==> src/rtl/shift_pkg.sv <==
// Shared command layout for the shift command queue: field offsets and the packed command type.
// The packed struct order {al, lr, shamt, din} matches the offsets below.
package shift_pkg;

  localparam int CMD_W     = 13;
  localparam int DIN_LSB   = 0;
  localparam int SHAMT_LSB = 8;
  localparam int LR_BIT    = 11;
  localparam int AL_BIT    = 12;

  typedef struct packed {
    logic       al;
    logic       lr;
    logic [2:0] shamt;
    logic [7:0] din;
  } shift_cmd_t;

  function automatic shift_cmd_t make_cmd(input logic [7:0] din, input logic [2:0] shamt,
                                          input logic lr, input logic al);
    shift_cmd_t c;
    c.din   = din;
    c.shamt = shamt;
    c.lr    = lr;
    c.al    = al;
    return c;
  endfunction

endpackage

==> src/rtl/cmd_fifo.sv <==
// Generic synchronous FIFO, head entry visible combinationally on pop_dat; full/empty from count.
// flush clears pointers and count and overrides any push or pop in the same cycle.
module cmd_fifo #(
  parameter int W     = 13,
  parameter int DEPTH = 4,
  parameter int AW    = 2
) (
  input  logic          clk,
  input  logic          rst,
  input  logic          flush,
  input  logic          push,
  input  logic [W-1:0]  push_dat,
  input  logic          pop,
  output logic [W-1:0]  pop_dat,
  output logic          full,
  output logic          empty,
  output logic [AW:0]   count
);

  localparam logic [AW-1:0] PTR_ONE  = AW'(1);
  localparam logic [AW:0]   CNT_ONE  = (AW+1)'(1);
  localparam logic [AW:0]   CNT_FULL = (AW+1)'(DEPTH);

  logic [W-1:0]  r_mem [DEPTH];
  logic [AW-1:0] r_wr_ptr;
  logic [AW-1:0] r_rd_ptr;
  logic [AW:0]   r_count;
  logic          w_push;
  logic          w_pop;

  assign full    = (r_count == CNT_FULL);
  assign empty   = (r_count == '0);
  assign count   = r_count;
  assign pop_dat = r_mem[r_rd_ptr];

  assign w_push = push & ~full  & ~flush;
  assign w_pop  = pop  & ~empty & ~flush;

  // Storage needs no reset: an entry is only observed after it has been written.
  always_ff @(posedge clk) begin
    if (w_push) begin
      r_mem[r_wr_ptr] <= push_dat;
    end
  end

  always_ff @(posedge clk or posedge rst) begin
    if (rst) begin
      r_wr_ptr <= '0;
      r_rd_ptr <= '0;
      r_count  <= '0;
    end else if (flush) begin
      r_wr_ptr <= '0;
      r_rd_ptr <= '0;
      r_count  <= '0;
    end else begin
      if (w_push) begin
        r_wr_ptr <= r_wr_ptr + PTR_ONE;
      end
      if (w_pop) begin
        r_rd_ptr <= r_rd_ptr + PTR_ONE;
      end
      case ({w_push, w_pop})
        2'b10:   r_count <= r_count + CNT_ONE;
        2'b01:   r_count <= r_count - CNT_ONE;
        default: r_count <= r_count;
      endcase
    end
  end

endmodule

==> src/rtl/shift_cmd_queue.sv <==
// Buffers shift commands, drives the external shifter from the FIFO head and registers its result.
// One-edge FIFO residency then one result per cycle; a stalled result blocks pops, never pushes.
module shift_cmd_queue
  import shift_pkg::*;
#(
  parameter int DEPTH = 4,
  parameter int AW    = 2
) (
  input  logic          clk,
  input  logic          rst,
  input  logic          flush,
  input  logic          cmd_valid,
  output logic          cmd_ready,
  input  logic [7:0]    cmd_din,
  input  logic [2:0]    cmd_shamt,
  input  logic          cmd_lr,
  input  logic          cmd_al,
  output logic [7:0]    sh_din,
  output logic [2:0]    sh_shamt,
  output logic          sh_lr,
  output logic          sh_al,
  input  logic [7:0]    sh_dout,
  output logic          res_valid,
  output logic [7:0]    res_data,
  input  logic          res_ready,
  output logic [AW:0]   occupancy
);

  logic [CMD_W-1:0] w_cmd_in;
  logic [CMD_W-1:0] w_head_bits;
  shift_cmd_t       w_head;
  logic             w_full;
  logic             w_empty;
  logic             w_push;
  logic             w_pop;
  logic             r_res_valid;
  logic [7:0]       r_res_data;

  always_comb begin
    w_cmd_in                    = '0;
    w_cmd_in[DIN_LSB +: 8]      = cmd_din;
    w_cmd_in[SHAMT_LSB +: 3]    = cmd_shamt;
    w_cmd_in[LR_BIT]            = cmd_lr;
    w_cmd_in[AL_BIT]            = cmd_al;
  end

  // Ready depends only on fullness; there is no path from res_ready back to cmd_ready.
  assign cmd_ready = ~w_full;
  assign w_push    = cmd_valid & ~w_full;
  assign w_pop     = ~w_empty & (~r_res_valid | res_ready);

  cmd_fifo #(
    .W     (CMD_W),
    .DEPTH (DEPTH),
    .AW    (AW)
  ) u_fifo (
    .clk      (clk),
    .rst      (rst),
    .flush    (flush),
    .push     (w_push),
    .push_dat (w_cmd_in),
    .pop      (w_pop),
    .pop_dat  (w_head_bits),
    .full     (w_full),
    .empty    (w_empty),
    .count    (occupancy)
  );

  assign w_head   = shift_cmd_t'(w_head_bits);
  assign sh_din   = w_empty ? 8'h00 : w_head.din;
  assign sh_shamt = w_empty ? 3'd0  : w_head.shamt;
  assign sh_lr    = w_empty ? 1'b0  : w_head.lr;
  assign sh_al    = w_empty ? 1'b0  : w_head.al;

  always_ff @(posedge clk or posedge rst) begin
    if (rst) begin
      r_res_valid <= 1'b0;
      r_res_data  <= 8'h00;
    end else if (flush) begin
      r_res_valid <= 1'b0;
      r_res_data  <= 8'h00;
    end else if (w_pop) begin
      r_res_valid <= 1'b1;
      r_res_data  <= sh_dout;
    end else if (res_ready) begin
      r_res_valid <= 1'b0;
    end
  end

  assign res_valid = r_res_valid;
  assign res_data  = r_res_data;

endmodule

==> config.mk <==
export PLATFORM = sky130hd
export DESIGN_NAME = shift_cmd_queue
export DESIGN_NICKNAME = d
export VERILOG_FILES = /design/src/rtl/shift_pkg.sv /design/src/rtl/cmd_fifo.sv /design/src/rtl/shift_cmd_queue.sv
export SDC_FILE = /design/constraint.sdc
export NUM_CORES = 1
export LEC_CHECK = 0
export BUFFER_PORTS_ARGS = -buffer_cell sky130_fd_sc_hd__buf_2
export CAP_MARGIN = 20
export CORE_UTILIZATION = 61
export CTS_BUF_LIST = sky130_fd_sc_hd__clkbuf_2 sky130_fd_sc_hd__clkbuf_4 sky130_fd_sc_hd__clkbuf_8
export DETAILED_ROUTE_END_ITERATION = 10
export MAX_ROUTING_LAYER = met4
export PLACE_DENSITY = 0.88
export SLEW_MARGIN = 20
export SYNTH_ARGS = -nofsm -noshare
export SYNTH_HDL_FRONTEND = slang
export SYNTH_SLANG_ARGS = --single-unit
==> constraint.sdc <==
create_clock -name clk -period 5.14 [get_ports clk]
set_input_delay 1.028 -clock clk [delete_from_list [all_inputs] [get_ports clk]]
set_output_delay 1.028 -clock clk [all_outputs]
set_load 0.005 [all_outputs]
## Word-level counts from Yosys, hierarchy flattened

Memory sizes are Yosys's and may differ from the RTL's.
Cells that the tools add are included.

- Register bits: 16
- Memory bits (writable): 52
- Bits of input ports: 26
- Memories: 1

- Add/subtract/negate cells: 4
- Eq/ne operators: 3
- Muxes and demuxes: 17
- Bitwise operators: 11
- Reductions and logical operators: 6

Memories:

| memory | words | bits a word | rd ports | clocked after Yosys merged registers in | wr ports | line | source |
|---|---|---|---|---|---|---|---|
| u_fifo.r_mem | 4 | 13 | 1 | 0 | 1 | cmd_fifo.sv:24 | `logic [W-1:0] r_mem [DEPTH];` |

Operator list:

| kind | count |
|---|---|
| two-way mux 8 bit | 3 |
| two-way mux 2 bit | 4 |
| two-way mux 1 bit | 7 |
| AND 1 bit | 6 |
| two-way mux 3 bit | 2 |
| case mux 3 bit (2 select lines) | 1 |
| nonzero test 2 bit | 3 |
| nonzero test 3 bit | 2 |
| adder 2 x 1 -> 2 bit, second input constant | 2 |
| inverter 1 bit | 4 |
| adder 3 x 1 -> 3 bit, second input constant | 1 |
| == test 3 bit, second input constant | 1 |
| logical NOT 3 bit | 1 |
| subtractor 3 x 1 -> 3 bit, second input constant | 1 |
| == test 2 x 1 -> 1 bit, second input constant | 1 |
| == test 2 bit, second input constant | 1 |
| bitwise OR 1 bit | 1 |

## Longest topological paths before layout

Gate-level depths: netlist of run 1.

- Depth after elaboration: 8
- Gate-level depth with buffers: 8
- Depth with buffers taken out: 7

## By module

From an unflattened synthesis of run 1, not the netlist that was laid out.

- Cells, all modules: 188
- Area total of the unflattened synthesis: 3015.4 sq um

By module, submodules not included:

| module | instances | cells each | area each (sq um) |
|---|---|---|---|
| cmd_fifo | 1 | 133 | 2461.1 |
| shift_cmd_queue | 1 | 55 | 554.3 |

## Worst setup path before layout of run 1

OpenSTA, ideal clock, no wires.

- Path kind: input to register
- Start: input flush
- End: register u_fifo.r_count[2], in the netlist u_fifo.count[2]
- Setup time: 0.128 ns
- Arrival: 2.532 ns
- Data required time: 5.012 ns
- Setup slack: 2.480 ns
- Stages: 6
- Path through: clkbuf_1 clkbuf_1 nor2_1 fa_1 o22ai_2 mux2_1

- Cells in the longest elaborated chain, start to end: 5
- Elaborated cells on any way between the ends: 8
- Classes of those cells: eq/ne (2); mux (2); bitwise (3); reduce/logical (1)

Ends and longest elaborated chain:

| what | line | source |
|---|---|---|
| start: declaration | shift_cmd_queue.sv:11 | `input logic flush,` |
| inverter 1 bit | cmd_fifo.sv:36, cmd_fifo.sv:37 |  |
| AND 1 bit (on tied branches) | cmd_fifo.sv:37, cmd_fifo.sv:36 |  |
| == test 2 x 1 -> 1 bit / == test 2 bit (equally long branches) | cmd_fifo.sv:62 | `case ({w_push, w_pop})` |
| case mux 3 bit (2 select lines) | cmd_fifo.sv:62 |  |
| two-way mux 3 bit | cmd_fifo.sv:51 | `end else if (flush) begin` |
| end signal: assignment | cmd_fifo.sv:63 | `2'b10: r_count <= r_count + CNT_ONE;` |
| end signal: assignment | cmd_fifo.sv:64 | `2'b01: r_count <= r_count - CNT_ONE;` |
| end signal: assignment | cmd_fifo.sv:65 | `default: r_count <= r_count;` |
| end: declaration | cmd_fifo.sv:27 | `logic [AW:0] r_count;` |

Several ways; a longest one is shown, not always the timed one.
A chain may end at the register's enable or synchronous reset.

## Worst setup path in the final report of run 1

- Start: register u_fifo.r_rd_ptr[0]
- End: output sh_din[6]

- Cells in the longest elaborated chain, start to end: 2

Ends and longest elaborated chain:

| what | line | source |
|---|---|---|
| start: declaration | cmd_fifo.sv:26 | `logic [AW-1:0] r_rd_ptr;` |
| start signal: assignment | cmd_fifo.sv:60 | `r_rd_ptr <= r_rd_ptr + PTR_ONE;` |
| memory (4 x 13 bit) | -- |  |
| two-way mux 8 bit | shift_cmd_queue.sv:70 | `assign sh_din = w_empty ? 8'h00 : w_head.din;` |
| end: declaration | shift_cmd_queue.sv:18 | `output logic [7:0] sh_din,` |

No other way between the ends.

==> qor.yml, run 1 <==
run_status:
  status: "finished clean"
critical_path:
  required_ns: 4.11
  r2r_setup_slack_ns: 2.84
  path_class: "reg2out"
  cp_num_buf_inv: 1
  r2r_cells: 7
  timing.rr.start: "u_fifo.count[0]$_DFFE_PP0P_"
  crit_fanout: 15
  cp_slowest_cell: "dfrtp_1"
  cp_cell_sequence: "mux4_2 -> and2_1 -> buf_2"
  cp-end-kind: "output port"
  cp_data_arrival_time_ns: 2.14
  max_stage_delay_ns: 0.91
  rr_endpoint: "u_fifo.count[2]$_DFFE_PP0P_"
  critPathTopFamily: "flip-flops"
  start_kind: "flop"
die:
  rows: 24
  die_w_um: 69.69
  core_area_mm2: 0.004384
  die_h_um: 69.69
  pin_count: 52
  die-area_mm2: 0.004857
  start_util_pct: 63.76
yosys:
  avgSynthCellArea_um2: 16.25
  synth_nets: 203
  synth_edf_count: 52
  yosysMostFrequentCell: "edfxtp_1"
  yosysTopAreaCellShare_pct: 55.86
  yosys-top-cells-area: "edfxtp_1 (56%), dfrtp_1 (14%), mux4_2 (10%)"
  synth-seq-cells: 68
  synth_ff_type: "edfxtp_1"
  synthCells: 172
  synthTopCellsByCount: "edfxtp_1 (52), nand2_1 (18), and2_1 (17)"
  async_reset_ff_share_pct: 23.53
  ys.warnings.count: 0
  synth_area_mm2: 0.002795
  ys_seq_area_share_pct: 70.19
  synth_top_cell_by_area: "edfxtp_1"
  synth_cell_types: 27
timing:
  finClkSkew_ns: 0.008297
  finalHoldViolCount: 0
  setup_tns_ns: 0
  rsz0062_at_grt: "false"
  period_minus_slack_ns: 3.166
  drv_slew: 0
  setup_viol: 0
  worst_slew_pin_slew_ns: 0.8584
  fin_crit_sh_pct: 61.59
  relSlewSlack_pct: 42.77
  fin_ws_ns: 1.974
  timing.fmax_ghz: 0.3159
power_and_ir_drop:
  p_leak_nw: 1.272
  pwr-share-comb_pct: 30.2
  p_int_mw: 1.094
  power_density_mw_per_mm2: 491.7
  pwr-share-clk_pct: 23.6
  seq_power_share_pct: 46.1
  irDropWorstVdd_uv: 332.4
  power.switching_uw: 507.6
  swShare_pct: 31.69
clocking:
  clock-sinks: 68
  clk_path_buf_depth: 2
  cts_resized: 0
  cts_htree_levels: 3
  cts_buffers: 9
  post_cts_buffers: 0
  cts_tree: "built"
  clk_latency_ns: 0.34
  cts_root_buf: "clkbuf_8"
  clkTransAtPathRegs_ns: 0.07
  ctsHoldBuffers: 0
layout:
  n_antenna_cell: 0
  area_growth_pct: 16.56
  drive_gt1_share_pct: 36.36
  num-nets-final: 257
global_route:
  grt_antenna_before_repair: 0
  first_global_vias: 1566
  overflow: 0
  track_usage_pct: 22.11
  grt_pass1_wl_mm: 7.521
  grt_start_max_net_pins: 22
detailed_routing:
  antenna_left: 0
  vias: 1541
  vias_per_cell: 5.445
  drt_iter0_drc: 72
  remaining_drc_errors: 0
  routed_wl_mm: 4.602
  wire_per_inst_um: 16.26
  drt_pass1_iterations: 4
hold_path:
  whs_path_depth: 2
  hp-class: "reg2reg"
  hold_end: "res_data[0]$_DFFE_PP0P_"
  min_from: "res_data[0]$_DFFE_PP0P_"
run:
  max_cap_violations: 0
place:
  io_buffers: 51
  gp_congestion: 0.7890
  dpl.hpwl_mm: 3.122
  preCtsSetupSlack_ns: 2.287
[cell type report]
class	count	area (um2)
flip-flops and latches	68	1962
fillers	272	1126
multi-input cells	92	784.5
repair buffers	51	255.2
clock buffers	9	123.9
well taps	52	65.06
clock inverters	7	52.55
inverters	4	15.01
[state kept, by name, summed over array words and instances (netlist names)]
register,flops
u_fifo.r_mem,52
res_data,8
u_fifo.count,3
u_fifo.r_rd_ptr,2
u_fifo.r_wr_ptr,2
res_valid,1
[power groups by stage]
stage | Clock, mW | Sequential [mW] | Combinational, mW
floorplan | 0 | 0.707 | 0.371
global placement | 0 | 0.750 | 0.479
detailed placement | 0 | 0.754 | 0.489
CTS | 0.385 | 0.743 | 0.492
global route | 0.405 | 0.754 | 0.534
finish | 0.379 | 0.739 | 0.484
[cell families (layout without fill, tap and decap cells)]
group / count (synthesis) / in the layout / share of synthesized area (%)
compound gates: 13 / 13 / 2.910
xor+xnor: 4 / 4 / 1.254
fa+ha+maj: 5 / 5 / 2.507
buf+inv: 12 / 71 / 1.746
flops: 68 / 68 / 70.19
mux: 16 / 16 / 11.64
simple gates: 54 / 54 / 9.758
[placed cells by master (no fill, tap or decap), types with 2 or more instances in the layout]
cell        instances
dfrtp_1            16
nor2_1              7
clkinvlp_4          4
nand2_1            18
and2_1             17
mux4_2             13
clkbuf_8            9
ha_1                4
nand3_1             3
a21oi_1            10
nand2b_1            3
nor2b_1             2
xnor2_1             3
inv_1               4
edfxtp_1           52
buf_2              51
[through the flow]
step / instances / utilization (%) / hold slack, ns / cell area, um2 / total power [mW]
floorplan: 172 / - / 0.5221 / 2795 / 1.078
global placement: 267 / 70.29 / 0.5070 / 3082 / 1.229
detailed placement: 267 / 70.29 / 0.5114 / 3082 / 1.243
CTS: 283 / 74.32 / 0.5218 / 3258 / 1.619
global route: 283 / 74.32 / 0.5456 / 3258 / 1.693
finish: 283 / 74.32 / 0.5230 / 3258 / 1.602
[worst register-to-register path, delay by kind of cell, from the launching register on]
family / cells / cell delay, ns
AOI/OAI and AO/OA: 2 / 0.51
muxes: 1 / 0.33
DFF: 1 / 0.45
adders and majority gates: 1 / 0.21
and+or+nand+nor: 3 / 0.69
[routing by layer]
layer / global-route usage, % / wire, um
met5: - / 0
met4: 10.67 / 89
met3: 6.250 / 170
met2: 35.38 / 2460
met1: 26.09 / 1882
[worst max path at each step]
stage                                   startpoint                          end  depth (start not counted)
floorplan                                    flush  u_fifo.count[2]$_DFFE_PP0P_                          6
global placement    u_fifo.r_rd_ptr[0]$_DFFE_PP0P_                    sh_din[6]                          3
detailed placement  u_fifo.r_rd_ptr[0]$_DFFE_PP0P_                    sh_din[6]                          3
CTS                 u_fifo.r_rd_ptr[0]$_DFFE_PP0P_                    sh_din[6]                          3
global route        u_fifo.r_rd_ptr[0]$_DFFE_PP0P_                    sh_din[6]                          3
finish              u_fifo.r_rd_ptr[0]$_DFFE_PP0P_                    sh_din[6]                          3
Note: power is estimated with default switching activity, not from simulation.
==> run 2, diff against run 1 <==
--- a/config.mk
+++ b/config.mk
@@ -5,13 +5,14 @@
 export SDC_FILE = /design/constraint.sdc
 export NUM_CORES = 1
 export LEC_CHECK = 0
+export ABC_AREA = 1
 export BUFFER_PORTS_ARGS = -buffer_cell sky130_fd_sc_hd__buf_2
 export CAP_MARGIN = 20
-export CORE_UTILIZATION = 61
+export CORE_UTILIZATION = 57
 export CTS_BUF_LIST = sky130_fd_sc_hd__clkbuf_2 sky130_fd_sc_hd__clkbuf_4 sky130_fd_sc_hd__clkbuf_8
 export DETAILED_ROUTE_END_ITERATION = 10
 export MAX_ROUTING_LAYER = met4
-export PLACE_DENSITY = 0.88
+export PLACE_DENSITY = 0.83
 export SLEW_MARGIN = 20
 export SYNTH_ARGS = -nofsm -noshare
 export SYNTH_HDL_FRONTEND = slang
==> constraint.sdc (replaced) <==
create_clock -name clk -period 2.93 [get_ports clk]
set_input_delay 0.586 -clock clk [delete_from_list [all_inputs] [get_ports clk]]
set_output_delay 0.586 -clock clk [all_outputs]
set_load 0.005 [all_outputs]
==> run 2 against run 1 <==
Total power grew 79%; clock skew increased by 0.00092 ns; register-to-register slack worse by 1.9 ns; largest cell class unchanged; routed wire length grew 19%; synthesized area rose by 3.7%; clock power up 89%; first-iteration DRC count rose by 39%; critical endpoint is now sh_din[2]; die area rose by 11%.
==> qor.yml, run 2 <==
global_route:
  overflow: 0  # unchanged
  first_global_vias: 1843  # +18%
  grt_start_max_net_pins: 28  # +27%
  grt_antenna_before_repair: 0  # unchanged
  grt_pass1_wl_mm: 8.528  # +13%
  track_usage_pct: 23.47  # +1.4 points
layout:
  multi_input_area_um2: 812.0  # +3.5%
  area_growth_pct: 19.08
  final_cell_mix: "nor2_1 (58), edfxtp_1 (52), buf_2 (51)"
  fin_util_pct: 71.66  # -2.7 points
  final-seq-area_mm2: 0.001962  # unchanged
  drive_gt1_share_pct: 28.22  # -8.1 points
  num-nets-final: 352  # +37%
  largest_reg_flops: 52  # unchanged
  final_common_cell: "nor2_1"
  stdcell_area_mm2: 0.003452  # +6.0%
  largest-register: "u_fifo.r_mem"
  n_antenna_cell: 0  # unchanged
  n_fill_cell: 343  # +26%
  fin_cells: 393  # +39%
detailed_routing:
  remaining_drc_errors: 0  # unchanged
  routed_wl_mm: 5.481  # +19%
  vias: 2015  # +31%
  wire_per_inst_um: 13.95  # -14%
  drt_iter0_drc: 100  # +39%
  antenna_left: 0  # unchanged
  drt_pass1_iterations: 4  # unchanged
  vias_per_cell: 5.127  # -5.8%
die:
  die_h_um: 73.32  # +5.2%
  die_w_um: 73.32  # +5.2%
  start_util_pct: 60.18  # -3.6 points
  die-area_mm2: 0.005375  # +11%
  rows: 25  # +4.2%
  core_area_mm2: 0.004817  # +9.9%
  pin_count: 52  # unchanged
yosys:
  synth_area_mm2: 0.002899  # +3.7%
  synth_edf_count: 52  # unchanged
  synth_nets: 290  # +43%
  synth_cell_types: 24  # -11%
  async_reset_ff_share_pct: 23.53  # unchanged
  yosys-top-cells-area: "edfxtp_1 (54%), dfrtp_1 (14%), nor2_1 (7.5%)"
  yosysMostFrequentCell: "nor2_1"
  ys.warnings.count: 0  # unchanged
  synthTopCellsByCount: "nor2_1 (58), edfxtp_1 (52), nand2_1 (32)"
  synthCells: 259  # +51%
  synth_ff_type: "edfxtp_1"
  ys_seq_area_share_pct: 67.67  # -2.5 points
  avgSynthCellArea_um2: 11.19  # -31%
  yosysTopAreaCellShare_pct: 53.86  # -2.0 points
  synth-seq-cells: 68  # unchanged
  synth_top_cell_by_area: "edfxtp_1"
place:
  placed_cell_area_mm2: 0.003257  # +5.7%
  gp_congestion: 0.7959  # +0.87%
  dpl.hpwl_mm: 3.532  # +13%
  placedCellCount: 377  # +41%
  preCtsSetupSlack_ns: 0.7368  # -1.550 ns
  io_buffers: 51  # unchanged
timing:
  drv_slew: 0  # unchanged
  finClkSkew_ns: 0.009215  # +0.0009186 ns
  rsz0062_at_grt: "false"
  setup_viol: 0  # unchanged
  relSlewSlack_pct: 60.72  # +18 points
  setup_tns_ns: 0  # unchanged
  finalHoldViolCount: 0  # unchanged
  worst_slew_pin_slew_ns: 0.5885  # -0.2699 ns
  fin_crit_sh_pct: 81.37
  fin_ws_ns: 0.5458  # -1.428 ns
  fin_hold_ws_ns: 0.3126  # -0.2104 ns
  period_minus_slack_ns: 2.384
  timing.fmax_ghz: 0.4194
critical_path:
  timing.rr.start: "u_fifo.count[0]$_DFFE_PP0P_"
  r2r_cells: 7  # unchanged
  crit_end: "sh_din[2]"
  required_ns: 2.34  # -1.77 ns
  start_kind: "flop"
  setup.worst_path.start: "u_fifo.count[0]$_DFFE_PP0P_"
  crit_fanout: 13  # -2
  rr_endpoint: "u_fifo.r_mem[1][3]$_DFFE_PP_"
  cp_data_arrival_time_ns: 1.80  # -0.34 ns
  cp-end-kind: "output port"
  r2r_setup_slack_ns: 0.95  # -1.89 ns
  path_class: "reg2out"
power_and_ir_drop:
  p_leak_nw: 1.497  # +18%
  swShare_pct: 33.64  # +2.0 points
  power.switching_uw: 966.0  # +90%
  pwr-share-clk_pct: 25.0  # +1.4 points
  irDropWorstVdd_uv: 601.6  # +81%
  power_density_mw_per_mm2: 831.9  # +69%
  fin_total_pwr_mw: 2.872  # +79%
  p_int_mw: 1.906  # +74%
  seq_power_share_pct: 42.7  # -3.4 points
  pwr-share-comb_pct: 32.3  # +2.1 points
run:
  max_cap_violations: 0  # unchanged
clocking:
  cts_resized: 0  # unchanged
  ctsHoldBuffers: 0  # unchanged
  clk_latency_ns: 0.33  # about the same
  clk_path_buf_depth: 2  # unchanged
  cts_buffers: 9  # unchanged
  cts_tree: "built"
  cts_root_buf: "clkbuf_8"
  post_cts_buffers: 0  # unchanged
  clock-sinks: 68  # unchanged
  cts_htree_levels: 3  # unchanged
  clkTransAtPathRegs_ns: 0.07  # about the same
hold_path:
  hp-class: "in2async"
run_status:
  status: "finished clean"
[run 2: cell types whose count changed after synthesis, sizes merged, moves of 2 or more]
| cell | delta |
|---|---|
| nor2 | +52 |
| o21ai | +31 |
| nand2 | +19 |
| and2 | -17 |
| inv | +15 |
| mux4 | -13 |
| nand3 | +8 |
| a21oi | +6 |
| buf | +4 |
| clkbuf | -3 |
| nand2b | -3 |
| mux2 | -2 |
| nor2b | -2 |
| xnor2 | -2 |
[run 2: cell type report]
cell class	count	area share (%)
Multi-Input combinational cell	162	23.52
Clock buffer	15	5.437
Timing Repair Buffer	60	9.351
Sequential cell	68	56.83
Clock inverter	1	0.2175
Tap cell	67	2.428
Inverter	20	2.211
[run 2: critical path: stages, from the launching register on]
cell	delay, ns
dfrtp_1	0.47
nor2_4	0.19
nand2_2	0.11
inv_1	0.41
a21oi_1	0.12
buf_2	0.16
[run 2: kinds of logic (layout without fill, tap and decap cells)]
group	Yosys count	count (layout)	share of synthesized area, %
simple gates	108	108	16.62
buf+inv	29	96	4.315
fa+ha+maj	5	5	2.417
compound gates	48	48	8.675
xor+xnor	1	1	0.3022
flops	68	68	67.67
[run 2: layer usage]
metal | vias up | GRT usage (%) | routed length [um]
met5 | - | - | 0
li1 | 995 | - | -
met4 | 0 | 9.829 | 61
met2 | 70 | 40.53 | 2786
met3 | 6 | 5.761 | 308
met1 | 944 | 26.05 | 2324
[run 2: how the worst min path moves through the flow]
stage	endpoint	slack, ns	cells after the start
after floorplan	res_data[0]$_DFFE_PP0P_	0.50	1
after global placement	res_data[4]$_DFFE_PP0P_	0.49	2
after detailed placement	res_data[3]$_DFFE_PP0P_	0.49	2
after CTS	res_data[2]$_DFFE_PP0P_	0.33	2
after global routing	res_data[2]$_DFFE_PP0P_	0.37	2
final	res_data[6]$_DFFE_PP0P_	0.31	2
[run 2: power by group through the flow]
stage	registers [mW]	logic (mW)	clock network, mW
final	1.22	0.929	0.718
after floorplan	1.24	0.599	0
after global routing	1.24	1.04	0.784
after detailed placement	1.24	0.930	0
after global placement	1.24	0.900	0
after CTS	1.23	0.935	0.736
